===== src/rtl/dmem_arb.sv =====
// dmem_arb: arbitrates one data RAM port between the CPU MEM stage and a debug/loader port,
// with CPU priority, starvation forcing for debug, debug burst locking and read-return routing.
module dmem_arb #(
    parameter int ADDR_W     = 32,
    parameter int STARVE_MAX = 4
) (
    input  logic              clk,
    input  logic              rstb,
    input  logic              cpu_req,
    input  logic              cpu_we,
    input  logic [ADDR_W-1:0] cpu_addr,
    input  logic [31:0]       cpu_wdata,
    input  logic [3:0]        cpu_be,
    output logic              cpu_gnt,
    output logic              cpu_stall,
    output logic              cpu_rvalid,
    output logic [31:0]       cpu_rdata,
    input  logic              dbg_req,
    input  logic              dbg_we,
    input  logic [ADDR_W-1:0] dbg_addr,
    input  logic [31:0]       dbg_wdata,
    input  logic              dbg_lock,
    output logic              dbg_gnt,
    output logic              dbg_rvalid,
    output logic [31:0]       dbg_rdata,
    output logic [ADDR_W-1:0] ram_addr,
    output logic [31:0]       ram_wdata,
    output logic [3:0]        ram_be,
    output logic              ram_we,
    output logic              ram_re,
    input  logic [31:0]       ram_rdata
);
    typedef enum logic {OPEN, LOCKED} state_t;
    localparam logic [3:0] SMAX = 4'(STARVE_MAX);
    state_t     state, state_nxt;
    logic [3:0] starve, starve_nxt;
    logic       force_dbg;
    always_comb begin
        force_dbg  = dbg_req && starve == SMAX;
        // grants are held low while reset is asserted, independent of the clock
        dbg_gnt    = rstb && dbg_req && (state == LOCKED || !cpu_req || force_dbg);
        cpu_gnt    = rstb && cpu_req && state == OPEN && !dbg_gnt;
        state_nxt  = state == LOCKED ? (dbg_lock ? LOCKED : OPEN)
                                     : (dbg_gnt && dbg_lock ? LOCKED : OPEN);
        starve_nxt = (!dbg_req || dbg_gnt) ? 4'd0 : (starve == SMAX ? starve : starve + 4'd1);
    end
    assign cpu_stall = cpu_req && !cpu_gnt;
    assign ram_addr  = dbg_gnt ? dbg_addr : cpu_addr;
    assign ram_wdata = dbg_gnt ? dbg_wdata : cpu_wdata;
    assign ram_be    = cpu_gnt ? cpu_be : (dbg_gnt ? 4'hF : 4'h0);
    assign ram_we    = (cpu_gnt && cpu_we) || (dbg_gnt && dbg_we);
    assign ram_re    = (cpu_gnt && !cpu_we) || (dbg_gnt && !dbg_we);
    assign cpu_rdata = ram_rdata;
    assign dbg_rdata = ram_rdata;
    // the rvalid flops double as the owner tag for the one-cycle read return
    always_ff @(posedge clk or negedge rstb) begin
        if (!rstb) begin
            state      <= OPEN;
            starve     <= 4'd0;
            cpu_rvalid <= 1'b0;
            dbg_rvalid <= 1'b0;
        end else begin
            state      <= state_nxt;
            starve     <= starve_nxt;
            cpu_rvalid <= cpu_gnt && !cpu_we;
            dbg_rvalid <= dbg_gnt && !dbg_we;
        end
    end
endmodule


===== config.mk =====
export PLATFORM = sky130hd
export DESIGN_NAME = dmem_arb
export DESIGN_NICKNAME = d
export VERILOG_FILES = /design/src/rtl/dmem_arb.sv
export SDC_FILE = /design/constraint.sdc
export NUM_CORES = 1
export LEC_CHECK = 0
export ABC_AREA = 1
export CAP_MARGIN = 10
export CELL_PAD_IN_SITES_DETAIL_PLACEMENT = 0
export CELL_PAD_IN_SITES_GLOBAL_PLACEMENT = 2
export CORE_MARGIN = 4
export CORE_UTILIZATION = 10
export CTS_CLUSTER_DIAMETER = 80
export DETAILED_ROUTE_END_ITERATION = 8
export PLACE_DENSITY = 0.95
export SLEW_MARGIN = 20
export SYNTH_ARGS = -nofsm -noshare
export SYNTH_HDL_FRONTEND = slang
export SYNTH_SLANG_ARGS = --single-unit

===== constraint.sdc =====
create_clock -name clk -period 2.4 [get_ports clk]
set_clock_uncertainty 0.15 [all_clocks]
set_input_delay 0.48 -clock clk [delete_from_list [all_inputs] [get_ports clk]]
set_output_delay 0.48 -clock clk [all_outputs]
set_load 0.005 [all_outputs]

* After elaboration in Yosys (flattened, before gate mapping)
Cells that the tools add are included.
** Storage, ports and cells
- Flip-flop bits (word level) :: 7
- Input port bits :: 171
- Output and inout port bits :: 139
** Cells by class
- Add/subtract/negate cells :: 1
- Equal/unequal tests :: 2
- Muxes and demuxes :: 9
- Bitwise gates (word level) :: 1
- Reductions and logical operators :: 23
** Operators by type and width (count)
- two-way mux 32 bit :: 2
- two-way mux 4 bit :: 4
- logical AND 1 bit :: 12
- zero test 1 bit :: 6
- logical OR 1 bit :: 5
- adder 4 x 1 -> 4 bit (second input constant) :: 1
- == test 4 x 3 -> 1 bit (second input constant) :: 1
- two-way mux 1 bit :: 3
- != test 2 x 1 -> 1 bit (second input constant) :: 1
- inverter 1 bit :: 1

* Logic depth before layout (Yosys ltp)
- Word-level depth :: 8
- Mapped depth :: 9
- Depth with buffers taken out :: 8

* Worst setup path after synthesis
No wires, ideal clock.
- Path kind :: flip-flop to output port
- Start :: register starve[0]
- End :: output port ram_addr[21]
- Data arrival time :: 1339 ps
- Data required time :: 1770 ps
- Slack :: 431 ps
- Stages on the path, launching flop included :: 9
- Buffers on the path :: 2
- Cells stage by stage :: dfrtp_1 inv_1 ha_1 nand3_2 a21oi_2 buf_4 buf_6 nand2_1 nand2_1
** On the way
- Cells in the longest elaborated chain, start to end :: 5
** Ends and longest elaborated chain
- start, declared :: RTL line 36 : logic [3:0] starve, starve_nxt;
- start signal, assigned :: RTL line 64 : starve <= starve_nxt;
- == test 4 x 3 -> 1 bit :: RTL line 39 : force_dbg = dbg_req && starve == SMAX;
- logical AND 1 bit :: RTL line 39
- logical OR 1 bit :: RTL line 41 : dbg_gnt = rstb && dbg_req && (state == LOCKED || !cpu_req || force_dbg);
- logical AND 1 bit :: RTL line 41
- two-way mux 32 bit :: RTL line 48 : assign ram_addr = dbg_gnt ? dbg_addr : cpu_addr;
- end, declared :: RTL line 26 : output logic [ADDR_W-1:0] ram_addr,
No other way between the ends.

* Final worst setup path
- Start :: register starve[0]
- End :: output port ram_wdata[16]
** On the way
- Cells in the longest elaborated chain, start to end :: 5
** Ends and longest elaborated chain
- == test 4 x 3 -> 1 bit :: RTL line 39
- logical AND 1 bit :: RTL line 39
- logical OR 1 bit :: RTL line 41
- logical AND 1 bit :: RTL line 41
- two-way mux 32 bit :: RTL line 49 : assign ram_wdata = dbg_gnt ? dbg_wdata : cpu_wdata;
- end, declared :: RTL line 27 : output logic [31:0] ram_wdata,
No other way between the ends.

==> summary.md <==
| Metric | Value |
|---|---|
| Outcome | finished with violations |
| Failing checks | setup timing |
| Pwr dens | roughly 280 nW/µm² |
| Hold Crit Class | primary input to async pin |
| Synth Register Bits | 7 |
| Sw frac | between 30% and 40% |
| Commonest non-fill, non-tap cell in the layout | nand2_1 |
| Net count after synthesis | 510 |
| Crit path time final | between 2 and 2.5 ns |
| Worst Max-Slew Pin Slew | approximately 0.17 ns |
| Seq/Total Area, Yosys | about a tenth |
| MaxCap Viol Count | 0 |
| Post-DP HPWL | 6460 µm |
| Final setup margin | -0.0108 ns |
| Total congestion overflow | 0 |
| DR pass1 iterations | 4 |
| Comb pwr share | 64.5% |
| Layout area overhead | 142% |
| DRC | 0 |
| Drt via density | ~3.4 |
| Root Driver | clkbuf_16 |
| Worst-skew pair later-pin latency | ~0.23 ns |
| Overall Power | roughly 0.0012 W |
| H-tree depth | 1 |
| Final Hold Fails | 0 |
| Starting Density | 10.3% |
| Nets | 702 |
| YS warnings | 0 |
| Slew Viols, Final | 0 |
| Syn avg cell area | 5.16 µm² |
| Slew headroom | slightly below 90% |
| Initial antenna violation count | 0 |
| Post-Layout Cell Count | around 750 |
| CTS max path bufs | 2 |
| Vias in the first global route | 2654 |
| Mapped Cells | ~340 |
| Internal | about 0.00082 W |
| Leak | between 2 and 2.5 nW |
| Util after Layout | 25.0% |
| Routed via count | roughly 2600 |
| Startpoint Class | register |
| Share of layout cells above drive strength 1 | about a third |
| First-pass GRT wire length | about 15000 µm |
| Pin count of the biggest net entering global routing | 23 |
| WS Path Type | register to output pin |
| IO Pins | 310 |
| Total Wirelength | a little over 10000 µm |
| Switching pwr | between 0.0003 and 0.0004 W |
| Global Route Usage Sum | between 9 and 10% |
| Routed Antenna Nets | 0 |
| Setup violators final | 10 |
| Mapped Area | ~1700 µm² |
| Die Span X | approximately 140 µm |
| Clock power share | between 20% and 30% |
| Unrepaired setup endpoints after global routing | true |
| Sequential power share | between 10% and 20% |
| Synth cell types | 15 |
| Gp weighted congestion | about 0.74 |
| Drt wl/cell | 13.6 µm |
| Data required, critical path | approximately 1.8 ns |
| N_diodes | 0 |
| Row count | 47 |
| Crit end category | output pin |
| Core Region | around 17000 µm² |
| Initial DRC count | 73 |
| Number of I/O port buffers | approximately 210 |
| Clk sinks | 7 |
| Crit path max fanout | 6 |
| TritonCTS Buffers | 3 |
| DIE HEIGHT | approximately 140 µm |
| Worst-path clk slew | ~0.040 ns |
| Period utilization | 100% |
| TritonCTS clock tree | done |
| Most frequent cells in the layout | nand2_1, clkdlybuf4s50_1, buf_2 |
| Critical path arrival | approximately 1.8 ns |
| Die area | 19600 µm² |
| Max VDD drop | ~0.19 mV |
| Max Fclk | about 0.41 GHz |
| Placed Instances | between 700 and 800 |
## critical path, stage by stage (launching register included)
cell and delay (ns):
dfrtp_1 0.37, inv_2 0.08, ha_4 0.15, nand3_4 0.09
a21oi_4 0.16, buf_6 0.16, buf_12 0.11, buf_16 0.12
buf_8 0.11, nand2_4 0.04, nand2_2 0.05, buf_2 0.10
## layer usage
metal	GRT usage [%]	up-vias	part of all wire, %
met5	0	-	0
met4	1.84	0	1.2
met3	2.79	17	9.0
met2	18.9	153	52
met1	10.5	1072	38
li1	-	1316	-
## flip-flops by register name, summed over array words and instances, names as in the netlist
signal	flops
starve	4
state	1
cpu_rvalid	1
dbg_rvalid	1
## cells by family after synthesis
kind of cell / Yosys count / synth area share, %
AOI/OAI and AO/OA: 3 / 1.22
xor gates and xnor gates: 1 / 0.503
adders and majority gates: 2 / 1.44
buffers and inverters: 93 / 36.2
DFF: 7 / 10.1
and+or+nand+nor: 231 / 50.6
## Yosys cell counts
| cell | n | area share (%) |
|---|---|---|
| nand2_1 | 218 | 47 |
| buf_4 | 65 | 28 |
| inv_1 | 14 | 3.0 |
| buf_2 | 11 | 3.2 |
| dfrtp_1 | 7 | 10 |
| nor2_1 | 7 | 1.5 |
| nand3_1 | 4 | 1.2 |
| buf_6 | 3 | 1.9 |
| ha_1 | 2 | 1.4 |
| a21boi_0 | 1 | 0.43 |
| a21oi_1 | 1 | 0.29 |
| a21oi_2 | 1 | 0.50 |
| nand3_2 | 1 | 0.58 |
| nand4_1 | 1 | 0.36 |
| xor2_1 | 1 | 0.50 |
## repair_timing
item | in CTS | in global routing
gates cloned | 12 | 0
pin swaps | 8 | 12
setup endpoints to repair | 73 | 73
buffers inserted | 34 | 5
hold buffers | 0 | 0
resized for setup | 335 | 30
endpoints found under the hold margin | 0 | 0
## power groups by stage
stage / sequential, W / clock [W] / combinational [W]
after detailed placement: 0.000133 / 0 / 0.000698
after CTS: 0.000134 / 0.000292 / 0.000822
after global routing: 0.000135 / 0.000298 / 0.000838
after floorplan: 0.000137 / 0 / 0.000275
final: 0.000134 / 0.000287 / 0.000764
after global placement: 0.000133 / 0 / 0.000701
## cell type report
cell class,count,area [µm²]
inverter,14,52.6
multi-input combinational,237,1100
timing repair buffer,266,2520
tap,220,275
clock buffer,4,78.8
fill,1892,12600
sequential,7,175
## path summary, 6_finish.rpt
| check | from | end | slack [ns] | depth (start not counted) |
|---|---|---|---|---|
| setup / recovery | starve[0] | ram_wdata[16] | -0.01 | 11 |
| hold / removal | rstb | cpu_rvalid | 0.17 | 2 |
| setup reg to reg | starve[0] | starve[1] | 0.75 | 11 |
| hold reg to reg | state | state | 0.43 | 2 |
| max in group asynchronous | rstb | starve[0] | 1.80 | 2 |
| min in group clk | state | state | 0.43 | 2 |
## metrics by stage
stage                     setup TNS (ns)  instance area [µm²]  setup WS [ns]  hold slack, ns
after global routing               -2.75                 4210         -0.134           0.173
after floorplan                        0                 1740          0.431          0.0344
final                            -0.0621                 4210        -0.0108           0.170
after global placement            -32.72                 3740         -0.496           0.370
after CTS                          -4.30                 4400         -0.130           0.159
after detailed placement          -32.70                 3740         -0.500           0.374
Note: power is estimated with default switching activity, not from simulation.
==> variant, RTL diff (same flow settings) <==
`ADDR_W`: 32 -> 28.
--- a/src/rtl/dmem_arb.sv
+++ b/src/rtl/dmem_arb.sv
@@ -1,7 +1,7 @@
 // dmem_arb: arbitrates one data RAM port between the CPU MEM stage and a debug/loader port,
 // with CPU priority, starvation forcing for debug, debug burst locking and read-return routing.
 module dmem_arb #(
-    parameter int ADDR_W     = 32,
+    parameter int ADDR_W     = 28,
     parameter int STARVE_MAX = 4
 ) (
     input  logic              clk,
Ports: changed (resized cpu_addr, dbg_addr and ram_addr); port bits go from 310 to 298. No check against the original RTL was run, so the function may have changed too.
==> variant against the original RTL <==
  * The run still ends with negative setup slack left
  * Die area down 3.5%
  * Area after synthesis down 3.7%
  * Sequential cell count unchanged
  * Non-clock buffer count down 5
  * Cell area down 0.51%
  * Sequential share of layout area about the same
  * Wire length down 4.6%
  * Critical path depth up 2
  * First-iteration DRC count down 14%
  * Total power up 0.28%
  * Worst hold slack worse by 0.0071 ns
  * Count of clock-buffer cells in the layout unchanged
  * Setup slack worse by 0.12 ns
  * Critical path type unchanged
==> variant: results (changes against the original RTL) <==
* Gr usage total at 0.09187 (-0.005587)
* Peak supply drop at 0.1727 mV (-9.7%)
* Final-report setup violation count at 49 (+39)
* DRC violations left at 0 (unchanged)
* Clk_lat worst skew at 0.23 ns (about the same)
* Lkg Pwr at 0.002112 uW (-3.0%)
* Max reg flops at 4 (unchanged)
* Xor/xnor cell area share of the yosys netlist at 0.005224 (+0.0001915)
* Clk buf depth at 2 (unchanged)
* Largest fanout on the critical path at 4 (-2)
* First-pass GRT wire length at 13010 um (-14%)
* Library cells used by synthesis at 15 (unchanged)
* Yosys Warn Count at 0 (unchanged)
* Syn nets at 489 (-4.1%)
* Share of layout cells above drive strength 1 at 0.3633 (+0.04889)
* CP peak stage delay at approximately 0.38 ns
* Arrival time at the worst endpoint at 1.90 ns (+0.12 ns)
* Delay-heaviest family, CP: buffers and inverters
* Synthesized-area fraction occupied by adder cells at 0.01493 (+0.0005472)
* Result of the run: complete, but fails checks
* Final Slew Violations at 0 (unchanged)
* Fill count at 1843 (-2.6%)
* Biggest register: starve
* Vias in the first global route at 2370 (-11%)
* Starting DRC count in detailed routing at 63 (-14%)
* Avg Inst Size Synth at 5.175 um2 (+0.20%)
* Root Buffer: clkbuf_16
* Final GP Congestion at 0.7343 (-1.3%)
* Initial antenna violation count at 0 (unchanged)
* Top post-synthesis cells by count: 207 x nand2_1, 65 x buf_4, 14 x inv_1, 12 x buf_2, 8 x nor2_1
* Final HPWL DP at 6084 um (-5.8%)
* DRT Pass-1 Iters at 5 (+1)
* Hold Path Class: in -> async
* Vias per Instance at 3.348 (-2.1%)
* Ys async rst share at 1.000 (unchanged)
* R2R cell count at 10 (-1)
* Non-filler instance count after layout at 732 (-2.1%)
* Register area share after synthesis at 0.1045 (+0.003831)
* H-tree depth at 1 (unchanged)
* Cts bufs inserted at 3 (unchanged)
* Final setup margin at -0.1275 ns (-0.1167 ns)
* Number of synthesized flops with an enable pin at 0 (unchanged)
* CP max stage cell: dfrtp_1
* Post-synthesis compound-gate area fraction at 0.02015 (+0.007928)
* Multiplexer share of the synthesized area at 0 (unchanged)
* Synth Flop Type: dfrtp_1
* Failing checks: negative setup slack
* Port Buffer Count at 201 (-5.6%)
* Slew headroom at 0.8638 (-0.01931)
* Synth top area cells: nand2_1 46%, buf_4 29%, dfrtp_1 10%, buf_2 3.6%, inv_1 3.1%
* Placed Cells at 683 (-3.3%)
* Number of antenna repair diodes at 0 (unchanged)
* Worst-path clk slew at 0.04 ns (about the same)
* Largest net degree at the start of global routing at 16 (-30%)
* Total Routed Length at 9739 um (-4.6%)
-- variant: kinds of logic after synthesis --
kind of cell | after synthesis
AOI/OAI and AO/OA | 4
adders and majority gates | 2
xor gates and xnor gates | 1
and+or+nand+nor | 219
buffers and inverters | 91
DFF | 7
-- variant: path summary, 6_finish.rpt --
check                                from           end  slack (ns)
worst max-delay path            starve[0]  ram_addr[18]       -0.13
worst max register to register  starve[0]     starve[3]        0.65
max in group asynchronous            rstb    cpu_rvalid        1.81
min in group clk                starve[3]     starve[3]        0.44
worst min-delay path                 rstb     starve[0]        0.16
worst min register to register  starve[3]     starve[3]        0.44
-- variant: metrics by stage --
step	TNS, ns	setup slack (ns)	cell area [um2]
after CTS	-4.356	-0.1679	4242
after global routing	-5.778	-0.1961	4188
after global placement	-29.44	-0.4626	3581
after detailed placement	-30.06	-0.4756	3581
final	-1.826	-0.1275	4188
after floorplan	0	0.4794	1677
-- variant: power breakdown --
group / leakage, uW / switching, uW / internal (uW)
registers: 0.0000945 / 7.09 / 127
clock network: 0.0000382 / 65.8 / 221
logic: 0.00198 / 291 / 475
total: 0.00211 / 364 / 823
-- variant: repair_timing --
action / 4_1_cts / 5_1_grt
pin swaps: 28 / 19
resized for setup: 319 / 44
setup endpoints to repair: 69 / 69
gates cloned: 8 / 0
buffers inserted: 40 / 7
-- variant: layer usage --
metal,vias to the layer above,routed length (um),global-route usage
met4,0,227,0.02882
met3,22,904,0.02191
li1,1266,-,-
met5,-,0,0
met1,1029,3735,0.1069
met2,134,4872,0.1651
-- variant: area by class of cell --
type                            count  share of cell area
Inverter                           14             0.01255
Tap cell                          220             0.06573
Multi-Input combinational cell    226              0.2692
Clock buffer                        4             0.01882
Timing Repair Buffer              261              0.5919
Sequential cell                     7             0.04183
